$ cat src/rtl/rv_ctrl_pkg.sv
// rv_ctrl_pkg: shared types and constants for the multi-cycle control slice.
//   state_e  - FSM state encoding (exported on multicycle_ctrl.state_o)
//   class_e  - instruction class latched in DECODE
//   OP_*     - RV32 major opcodes recognised by the decoder
//   ALUOP_*  - alu_op encodings driven to the execute datapath
//   alu_sel  - class -> {alu_op, alu_src} mapping used in EXEC/MEM/WB
package rv_ctrl_pkg;

  typedef enum logic [2:0] {
    ST_FETCH  = 3'd0,
    ST_DECODE = 3'd1,
    ST_EXEC   = 3'd2,
    ST_MEM    = 3'd3,
    ST_WB     = 3'd4,
    ST_TRAP   = 3'd5
  } state_e;

  typedef enum logic [2:0] {
    CLS_NONE    = 3'd0,
    CLS_RTYPE   = 3'd1,
    CLS_ITYPE   = 3'd2,
    CLS_LOAD    = 3'd3,
    CLS_STORE   = 3'd4,
    CLS_BRANCH  = 3'd5,
    CLS_ILLEGAL = 3'd6
  } class_e;

  localparam logic [6:0] OP_R      = 7'b0110011;
  localparam logic [6:0] OP_I      = 7'b0010011;
  localparam logic [6:0] OP_LOAD   = 7'b0000011;
  localparam logic [6:0] OP_STORE  = 7'b0100011;
  localparam logic [6:0] OP_BRANCH = 7'b1100011;

  localparam logic [1:0] ALUOP_ADD   = 2'b00;
  localparam logic [1:0] ALUOP_BR    = 2'b01;
  localparam logic [1:0] ALUOP_FUNCT = 2'b10;

  // Returns {alu_op, alu_src}; classes with no ALU use get all zeros.
  function automatic logic [2:0] alu_sel(input class_e cls);
    logic [2:0] r;
    r = 3'b000;
    case (cls)
      CLS_RTYPE:            r = {ALUOP_FUNCT, 1'b0};
      CLS_ITYPE:            r = {ALUOP_FUNCT, 1'b1};
      CLS_LOAD, CLS_STORE:  r = {ALUOP_ADD,   1'b1};
      CLS_BRANCH:           r = {ALUOP_BR,    1'b0};
      default:              r = 3'b000;
    endcase
    return r;
  endfunction

endpackage

$ cat src/rtl/ctrl_decode.sv
// ctrl_decode: combinational opcode/funct3 classifier.
//   opcode - IR[6:0]
//   funct3 - IR[14:12]; only BEQ (000) and BNE (001) are legal branches
//   cls    - decoded instruction class
//   legal  - 1 unless cls is CLS_ILLEGAL
module ctrl_decode
  import rv_ctrl_pkg::*;
(
  input  logic [6:0] opcode,
  input  logic [2:0] funct3,
  output class_e     cls,
  output logic       legal
);

  always_comb begin
    cls = CLS_ILLEGAL;
    case (opcode)
      OP_R:      cls = CLS_RTYPE;
      OP_I:      cls = CLS_ITYPE;
      OP_LOAD:   cls = CLS_LOAD;
      OP_STORE:  cls = CLS_STORE;
      OP_BRANCH: cls = (funct3[2:1] == 2'b00) ? CLS_BRANCH : CLS_ILLEGAL;
      default:   cls = CLS_ILLEGAL;
    endcase
  end

  assign legal = (cls != CLS_ILLEGAL);

endmodule

$ cat src/rtl/multicycle_ctrl.sv
// multicycle_ctrl: multi-cycle FSM sequencing fetch, decode, execute,
// data-memory access and write-back for one instruction at a time.
//   Inputs : clk, rst_n (async, active low), opcode/funct3 (from IR),
//            zero (ALU flag), imem_ack, dmem_ack
//   Outputs: imem_req, ir_we, pc_we, pc_src, we, MemRead, MemWrite,
//            MemtoReg, alu_op, alu_src, retire, illegal, instret, state_o
//
// Handshakes: imem_req is held every FETCH cycle; the cycle imem_ack is seen
// in FETCH is the transfer cycle (ir_we pulses, FSM moves on). MemRead or
// MemWrite is held every MEM cycle; the cycle dmem_ack is seen in MEM
// completes the access. Acks arriving in any other state are ignored.
module multicycle_ctrl
  import rv_ctrl_pkg::*;
#(
  parameter int CNT_W       = 32,
  parameter int TRAP_STICKY = 1
) (
  input  logic             clk,
  input  logic             rst_n,
  input  logic [6:0]       opcode,
  input  logic [2:0]       funct3,
  input  logic             zero,
  input  logic             imem_ack,
  input  logic             dmem_ack,
  output logic             imem_req,
  output logic             ir_we,
  output logic             pc_we,
  output logic             pc_src,
  output logic             we,
  output logic             MemRead,
  output logic             MemWrite,
  output logic             MemtoReg,
  output logic [1:0]       alu_op,
  output logic             alu_src,
  output logic             retire,
  output logic             illegal,
  output logic [CNT_W-1:0] instret,
  output logic [2:0]       state_o
);

  state_e           state_q, state_d;
  class_e           class_q, class_d;
  logic [CNT_W-1:0] instret_q, instret_d;

  class_e dec_cls;
  logic   dec_legal;

  ctrl_decode u_decode (
    .opcode (opcode),
    .funct3 (funct3),
    .cls    (dec_cls),
    .legal  (dec_legal)
  );

  // BEQ takes on zero, BNE on ~zero; funct3[0] picks which.
  logic taken;
  assign taken = funct3[0] ? ~zero : zero;

  logic [2:0] alu_cfg;
  assign alu_cfg = alu_sel(class_q);

  // Next-state logic.
  always_comb begin
    state_d   = state_q;
    class_d   = class_q;
    instret_d = instret_q + {{(CNT_W-1){1'b0}}, retire};
    case (state_q)
      ST_FETCH:  if (imem_ack) state_d = ST_DECODE;
      ST_DECODE: begin
        class_d = dec_cls;
        state_d = dec_legal ? ST_EXEC : ST_TRAP;
      end
      ST_EXEC: begin
        case (class_q)
          CLS_RTYPE, CLS_ITYPE: state_d = ST_WB;
          CLS_LOAD, CLS_STORE:  state_d = ST_MEM;
          CLS_BRANCH:           state_d = ST_FETCH;
          default:              state_d = ST_TRAP;
        endcase
      end
      ST_MEM: begin
        if (dmem_ack) state_d = (class_q == CLS_LOAD) ? ST_WB : ST_FETCH;
      end
      ST_WB:   state_d = ST_FETCH;
      ST_TRAP: state_d = (TRAP_STICKY != 0) ? ST_TRAP : ST_FETCH;
      default: state_d = ST_FETCH;
    endcase
  end

  always_ff @(posedge clk or negedge rst_n) begin
    if (!rst_n) begin
      state_q   <= ST_FETCH;
      class_q   <= CLS_NONE;
      instret_q <= '0;
    end else begin
      state_q   <= state_d;
      class_q   <= class_d;
      instret_q <= instret_d;
    end
  end

  // Output decode from state and latched class. The FETCH outputs are
  // gated with rst_n so that every control is quiet while reset is held,
  // even though the state register already reads FETCH.
  always_comb begin
    imem_req = 1'b0;
    ir_we    = 1'b0;
    pc_we    = 1'b0;
    pc_src   = 1'b0;
    we       = 1'b0;
    MemRead  = 1'b0;
    MemWrite = 1'b0;
    MemtoReg = 1'b0;
    alu_op   = 2'b00;
    alu_src  = 1'b0;
    retire   = 1'b0;
    illegal  = 1'b0;
    case (state_q)
      ST_FETCH: begin
        imem_req = rst_n;
        ir_we    = rst_n & imem_ack;
      end
      ST_EXEC: begin
        {alu_op, alu_src} = alu_cfg;
        if (class_q == CLS_BRANCH) begin
          pc_we  = 1'b1;
          pc_src = taken;
          retire = 1'b1;
        end
      end
      ST_MEM: begin
        // ALU config is held so the datapath keeps presenting the address.
        {alu_op, alu_src} = alu_cfg;
        MemRead  = (class_q == CLS_LOAD);
        MemWrite = (class_q == CLS_STORE);
        if (class_q == CLS_STORE && dmem_ack) begin
          pc_we  = 1'b1;
          retire = 1'b1;
        end
      end
      ST_WB: begin
        {alu_op, alu_src} = alu_cfg;
        we       = 1'b1;
        MemtoReg = (class_q == CLS_LOAD);
        pc_we    = 1'b1;
        retire   = 1'b1;
      end
      ST_TRAP: illegal = 1'b1;
      default: ;
    endcase
  end

  assign instret = instret_q;
  assign state_o = state_q;

endmodule

$ cat config.mk
export PLATFORM = sky130hd
export DESIGN_NAME = multicycle_ctrl
export DESIGN_NICKNAME = d
export VERILOG_FILES = /design/src/rtl/rv_ctrl_pkg.sv /design/src/rtl/ctrl_decode.sv /design/src/rtl/multicycle_ctrl.sv
export SDC_FILE = /design/constraint.sdc
export NUM_CORES = 1
export LEC_CHECK = 0
export BUFFER_PORTS_ARGS = -buffer_cell sky130_fd_sc_hd__clkbuf_2
export CORE_UTILIZATION = 46
export DETAILED_ROUTE_END_ITERATION = 10
export PLACE_DENSITY_LB_ADDON = 0.12
export REMOVE_ABC_BUFFERS = 1
export SLEW_MARGIN = 10
export SYNTH_ARGS = -nofsm -noshare
export SYNTH_HDL_FRONTEND = slang
export SYNTH_SLANG_ARGS = --single-unit
$ cat constraint.sdc
create_clock -name clk -period 2.8 [get_ports clk]
set_clock_uncertainty 0.05 [all_clocks]
set_input_delay 0.42 -clock clk [delete_from_list [all_inputs] [get_ports clk]]
set_output_delay 0.42 -clock clk [all_outputs]
set_load 0.02 [all_outputs]
Word level (Yosys, flattened, before mapping)
Index checks and enable logic that the tools add are counted.
- add/subtract/negate cells: 1
- equal/unequal tests: 18
- muxes and demuxes: 24
- bitwise gates (word level): 2
- reductions and logical operators: 7
- operators by type and width (cell ; count):
    $add 32x1->32 ; 1
    $pmux 3 s5 ; 2
    $eq 7x6->1 const B ; 2
    $mux 1 ; 13
    $eq 3x2->1 const B ; 4
    $eq 3x3->1 const B ; 4
    $mux 3 ; 4
    $pmux 3 s4 ; 1
    $pmux 3 s3 ; 1
    $eq 7x2->1 const B ; 1
    $eq 7x5->1 const B ; 1
    $eq 7x7->1 const B ; 1
    $eq 3x1->1 const B ; 2
    $mux 2 ; 2
    $ne 2x2->1 const B ; 2
    $reduce_or 2->1 ; 2
    $logic_not 3->1 ; 1
    $ne 3x3->1 const B ; 1
    $pmux 1 s3 ; 1
    $reduce_or 3->1 ; 1
    $logic_not 2->1 ; 1
    $reduce_and 2->1 ; 1
    $and 1x1->1 ; 1
    $logic_and 1x1->1 ; 1
    $not 1->1 ; 1
- flip-flop bits (word level): 38
- input bits: 15
- output and inout port bits: 48
- word-level logic and storage cells: 55

Longest topological paths before layout
Gate-level depths: netlist of run 1.
- depth after elaboration: 6
- depth in mapped cells: 11
- gate-level depth less buffers: 10

Cells and area by module
Synthesis of run 1 repeated with hierarchy kept, for this count alone.
- cells, all modules: 190
- area, all modules: 2043.2 sq um
- by module, submodules not included (module ; instances ; cells each ; area each (sq um) ; seq. area each (sq um)):
    multicycle_ctrl ; 1 ; 179 ; 1943.1 ; 950.9
    ctrl_decode ; 1 ; 11 ; 100.1 ; 0.0

Least setup slack after synthesis of run 1
No wires, ideal clock.
- path kind: flip-flop to flip-flop
- from: register state_q[0], in the netlist state_o[0]
- to: register instret_q[22], in the netlist instret[22]
- setup time: 0.080 ns
- arrival: 3.314 ns
- required time: 2.670 ns
- slack: -0.644 ns
- cell stages (with the launch flop): 11
- path buffers: 1
- clock period less this slack: 3.444 ns
- path through: dfrtp_1 > clkbuf_1 > inv_1 > nor3_1 > a22o_1 > ha_1 > ha_1 > inv_1 > or4_4 > nor4_1 > xor2_1
- longest elaborated chain between the ends: 3
- elaborated cells on any way between the ends: 5
- ends and longest elaborated chain (item ; RTL line ; source):
    start: declaration ; multicycle_ctrl.sv:41 ; state_e state_q, state_d;
    start signal: assignment ; multicycle_ctrl.sv:96 ; state_q <= state_d;
    $eq 3x3->1 or $eq 3x2->1 (tied branches) ; -- ;
    $pmux 1 s3 * ; -- ;
    net pc_we ; multicycle_ctrl.sv:27 ; output logic pc_we,
    $add 32x1->32 * ; multicycle_ctrl.sv:66 ; instret_d = instret_q + {{(CNT_W-1){1'b0}}, retire};
    net instret_d[22] ; multicycle_ctrl.sv:43 ; logic [CNT_W-1:0] instret_q, instret_d;
    end signal: assignment ; multicycle_ctrl.sv:98 ; instret_q <= instret_d;
    end: declaration ; multicycle_ctrl.sv:43 ;
Mark *: on every way through the listed nets, which the timed path passes. The rest lies on a longest branch.
A chain may end at the register's enable or synchronous reset.

Worst setup path after layout of run 1
- from: register class_q[1]
- to: register instret_q[22], in the netlist instret[22]
- longest elaborated chain between the ends: 5
- elaborated cells on any way between the ends: 7
- ends and longest elaborated chain (item ; RTL line ; source):
    start: declaration ; multicycle_ctrl.sv:42 ; class_e class_q, class_d;
    start signal: assignment ; multicycle_ctrl.sv:97 ; class_q <= class_d;
    $eq 3x3->1 ; multicycle_ctrl.sv:136 ; if (class_q == CLS_STORE && dmem_ack) begin
    $logic_and 1x1->1 ; multicycle_ctrl.sv:136 ;
    $mux 1 ; multicycle_ctrl.sv:136 ;
    $pmux 1 s3 * ; multicycle_ctrl.sv:118 ; case (state_q)
    $add 32x1->32 * ; multicycle_ctrl.sv:66 ;
    net instret_d[22] ; multicycle_ctrl.sv:43 ;
Marked as above.

==> results of run 1 <==
## routing by layer
layer	wire length (um)	vias up	share of wire, %
met5	0	-	0
met4	46	0	1.1
met3	307	4	7.1
met2	1900	60	44
met1	2090	792	48
li1	-	858	-
## cell families after synthesis
| group | count (synthesis) | synth area share [%] |
|---|---|---|
| XOR/XNOR | 33 | 14.5 |
| AO/OA/AOI/OAI | 21 | 6.65 |
| adder cells (fa/ha/maj) | 2 | 1.25 |
| multiplexers | 1 | 0.564 |
| buffers and inverters | 13 | 2.70 |
| flip-flops | 38 | 47.6 |
| AND/OR/NAND/NOR | 96 | 26.7 |
## metrics by stage
step	hold slack, ns	total power [uW]
floorplan	0.0744	987
global route	0.205	1750
finish	0.163	1660
CTS	0.179	1670
detailed placement	0.423	1190
global placement	0.412	1200
## report_power, final
part           internal (uW)  switching (uW)  leakage, uW
Clock                    265             206    0.0000504
Sequential               603            58.4     0.000509
Combinational            199             325     0.000667
## registers in the layout (all words and copies together), names as in the netlist
name     cells
class_q      3
instret     32
state_o      3
## final cells by class
class                           instances  area (um2)  area share [%]
Inverter                                5        18.8           0.735
Clock inverter                          3        45.0            1.76
Clock buffer                            5        68.8            2.69
Timing Repair Buffer                   73         393            15.4
Sequential cell                        38         951            37.2
Multi-Input combinational cell        153        1010            39.7
Tap cell                               50        62.6            2.45
## placed cells by master (no fill, tap or decap), types with 3 or more instances in the layout
cell and instances:
clkbuf_2 62, dfrtp_1 38, xnor2_1 24, nand3_1 17, nor2_1 15, nand2_1 13
buf_4 11, nand4_1 10, xor2_1 9, o21ai_0 8, nor3_1 8, nand2b_1 6
inv_1 5, nor4_2 5, and3_1 5, clkbuf_8 5, nor2b_1 4, a21oi_1 4
and2_1 3
## worst max-delay path, delay by kind of cell, from the launching register on
family,cells,cell delay [ns]
simple gates,5,1.20
fa+ha+maj,2,0.40
flops,1,0.39
compound gates,1,0.21
xor+xnor,1,0.18
buf+inv,1,0.06
## path summary, 6_finish.rpt
path / slack [ns] / startpoint / endpoint
min: 0.16 / rst_n / instret[17]
max reg2reg: 0.22 / class_q[1] / instret[22]
min in group clk: 0.33 / opcode[5] / class_q[1]
max in group asynchronous: 2.21 / rst_n / class_q[1]
min reg2reg: 0.43 / instret[31] / instret[31]
max: 0.22 / class_q[1] / instret[22]
==> out/results.ini, run 1 <==
[drt]
drc=0
wire_per_inst_um=13.3
drt_iter0_markers=85
ant_nets=0
routed_via_density=5.24
firstDrtPassIters=4
vias=1714
wl_mm=4.34

[die]
rows=23
die_w_um=67.9
die-area_um2=4610
start_util_pct=48.8
core_um2=4090
ios=63
die_height_um=67.9

[yosys]
avgSynthCellArea_um2=9.78
synth_area_um2=2000
ys.flop_type=dfrtp_1
yosysTopAreaCell=dfrtp_1
synth_area_leaders=dfrtp_1 (48%), xnor2_1 (11%), nand3_1 (4.3%)
yosysTopAreaCellShare_pct=47.6
synth_edf_count=0
yosysUniqueCellTypes=35
ys_async_sr_fraction_pct=100
synthTopCellsByCount=dfrtp_1 (38), xnor2_1 (24), nand3_1 (17)
synth_warnings=0
synthCells=204
ys_ff_latch=38
seq_area_frac_synth_pct=47.6
synth.most_common_cell=dfrtp_1

[final_layout]
drive_gt1_share_pct=33.2
syn_to_final_growth_pct=28.0
post-route-util_pct=62.5
post-route-cell-area_um2=2550
antenna_cells=0
finalNonFillerCells=327
fill_cells=352
layout.nets=293

[sta]
worst_pin_slew_ns=0.647
min_period_ns=2.58
period_share_pct=92.2
final-hold-violation-count=0
setup_ws_ns=0.219
max_slew_margin_pct=56.5
max_freq_ghz=0.387
setup_viol=0
slew_viol_final=0
setup-tns-final_ns=0

[clock_tree]
clk_latency_ns=0.30
htree_levels=2
ctsHoldBuffers=0
clkTransAtPathRegs_ns=0.08
numCtsBuffers=5
root_buffer=clkbuf_8
postCtsSetupRepairBufs=0
cts_resized=0
cts_max_path_buffers=2
cts_tree=yes
clock-sinks=38

[place]
dp_cells=319
place_ws_ns=0.166
place.gp.congestion=0.768
io_buffers=62
place_area_um2=2420
dp_hpwl_mm=3.11

[critical_path]
critPathArrivalTime_ns=2.74
crit_slowest_cell=or4_4
cp_cell_sequence=nor2b_2 -> nand2_1 -> nor3_1 -> a22o_1 -> ha_1 -> ha_1 -> inv_1 -> or4_4 -> nor4_2 -> xor2_1
cp_max_fo=4
setup.worst_path.class=reg2reg
crit_top_cell=ha_1
cp-end-kind=flip-flop
cp.required_ns=2.96
reg2reg_depth=10
worstSetupStartpointType=flip-flop
cpPeakStageDelay_ns=0.56

[grt]
met3_usage_pct=7.00
grt_pass1_wl_mm=6.71
antenna_found_initial=0
first_global_vias=1457
grt_overflow_total=0
track_usage_pct=20.3
grtUsageMet1_pct=28.3
grt.busiest_layer=met2
grt_max_degree=39
use_met2_pct=28.3

[run_status]
status=complete, no violations

[min_path]
worstHoldPathType=in2async

[pwr]
leakage_uw=0.00123
peakVddDrop_v=0.000510
pwr_density_cell_nw_per_um2=649

[job]
maxCapViolations=0

Note: power is estimated with default switching activity, not from simulation.
==> inputs of run 2 (changes only) <==
Settings changed: CORE_UTILIZATION 46 to 50.
Clock period 2.8 ns to 2.4 ns, I/O delays scaled along.
==> run 2 against run 1 <==
  * The run now ends with setup timing left
  * Global-route usage is 1.6 points higher
  * Sequential power up 20%
  * Power rose by 22%
  * Wire length increased by 3.7%
  * Critical path type unchanged
  * Count of clock-buffer cells in the layout up 1
  * Critical endpoint is now instret[31]
  * Clock power increased by 14%
  * Worst setup slack worse by 0.29 ns
  * Hold slack worse by 0.055 ns
  * Sequential share of layout area decreased by 2.8 points
==> out/results.ini, run 2 (synthesis results as in run 1) <==
[sta]
min_period_ns=2.47
max_freq_ghz=0.405
max_slew_margin_pct=45.8
rsz0062_at_grt=true
setup-tns-final_ns=-0.509
holdWs_ns=0.108
final-hold-violation-count=0
worst_pin_slew_ns=0.807
setup_ws_ns=-0.0694
period_share_pct=103
slew_viol_final=0
setup_viol=12

[final_layout]
layout.nets=307
multi_input_area_um2=1120
largest_reg_flops=32
fill_cells=290
drive_gt1_share_pct=40.0
finalNonFillerCells=338
layout_commonest_cell=clkbuf_2
register_area_um2=951
antenna_cells=0
mostFrequentLayoutCells=clkbuf_2 (62), dfrtp_1 (38), xnor2_1 (23)
post-route-util_pct=73.8
syn_to_final_growth_pct=38.4

[clock_tree]
cts_tree=yes
clk_latency_ns=0.28
clock-sinks=38
htree_levels=2
numCtsBuffers=5
root_buffer=clkbuf_8
ctsHoldBuffers=0
clkTransAtPathRegs_ns=0.07
cts_max_path_buffers=2

[grt]
grt_pass1_wl_mm=7.17
antenna_found_initial=0
first_global_vias=1533
grt_overflow_total=0
track_usage_pct=21.9
grt_max_degree=39

[die]
start_util_pct=53.3
ios=63
rows=22
die-area_um2=4250
core_um2=3740
die_w_um=65.2
die_height_um=65.2

[drt]
routed_via_density=5.27
vias=1780
wire_per_inst_um=13.3
wl_mm=4.50
firstDrtPassIters=4
ant_nets=0
drt_iter0_markers=90
drc=0

[pwr]
clkPwrFrac_pct=26.5
swShare_pct=34.8
pwr_density_cell_nw_per_um2=732
switching_power_uw=703
p_seq_share_pct=39.4
p_comb_share_pct=34.1
leakage_uw=0.00138
peakVddDrop_v=0.000539
internal_power_uw=1320

[critical_path]
cp-end-kind=flip-flop
worstSetupStartpointType=flip-flop
cp.required_ns=2.51
cp_max_fo=6
setup.worst_path.class=reg2reg
critPathArrivalTime_ns=2.58

[min_path]
worstHoldPathType=in2async

[place]
dp_cells=323
place.gp.congestion=0.788
io_buffers=62
dp_hpwl_mm=3.10

[job]
maxCapViolations=0

[run_status]
failed_checks=setup timing
status=complete, but fails checks

## run 2: changes by cell type in the layout (fill, tap and decap cells not counted), moves of 3 or more
cell | previous run | this run
nor4_2 | 5 | 2
nand3_2 | 0 | 3
buf_4 | 11 | 22
nand3_1 | 17 | 14
nor4_4 | 0 | 3
nand2_1 | 13 | 10
## run 2: power by group through the flow
stage	logic [uW]	registers [uW]	clock network, uW
2_1_floorplan	259	893	0
3_3_place_gp	644	781	0
3_5_place_dp	639	784	0
4_1_cts	647	775	551
5_1_grt	758	804	581
6_report	690	796	535
## run 2: routing by layer
metal | GRT usage, % | wire [um] | up-vias | share of wire, %
met3 | 5.21 | 169 | 4 | 3.8
li1 | - | - | 884 | -
met2 | 34.3 | 2220 | 40 | 49
met4 | 6.79 | 38 | 0 | 0.84
met5 | 0 | 0 | - | 0
met1 | 29.8 | 2080 | 852 | 46
## run 2: layout make-up
cell class,count,share of cell area (%)
clock buffer,6,2.99
clock inverter,1,1.09
inverter,5,0.680
multi-input combinational,153,40.4
sequential,38,34.4
tap,48,2.17
timing repair buffer,87,18.2
## run 2: what timing repair did
action                     in CTS  in global routing
hold endpoints to repair        0                  0
pin swaps                       1                 13
cloned                          0                  1
setup buffers                   0                  7
resized for setup               5                 22
setup endpoints to repair       8                 20
## run 2: critical path, cell delays in order (launching register included)
cell	delay (ns)
dfrtp_1	0.41
nor2b_4	0.15
nand2_2	0.07
nor3_2	0.21
a22o_1	0.24
ha_4	0.18
buf_6	0.11
nand2_4	0.05
nor4_4	0.32
buf_4	0.16
buf_6	0.12
nand4_1	0.11
xnor2_1	0.18
## run 2: path summary, 6_finish.rpt
kind / from / end / slack [ns] / depth (start not counted)
setup / recovery: state_o[2] / instret[31] / -0.07 / 12
hold / removal: rst_n / instret[4] / 0.11 / 2
setup reg to reg: state_o[2] / instret[31] / -0.07 / 12
hold reg to reg: instret[31] / instret[31] / 0.42 / 1
max in group asynchronous: rst_n / instret[3] / 1.87 / 2
min in group clk: opcode[5] / class_q[1] / 0.30 / 2
## run 2: through the flow
step	power [uW]	setup WS (ns)	area, um2
3_5_place_dp	1420	-0.138	2460
5_1_grt	2140	-0.191	2760
2_1_floorplan	1150	-1.48	1960
3_3_place_gp	1420	-0.0212	2460
4_1_cts	1970	0.00972	2590
6_report	2020	-0.0694	2760
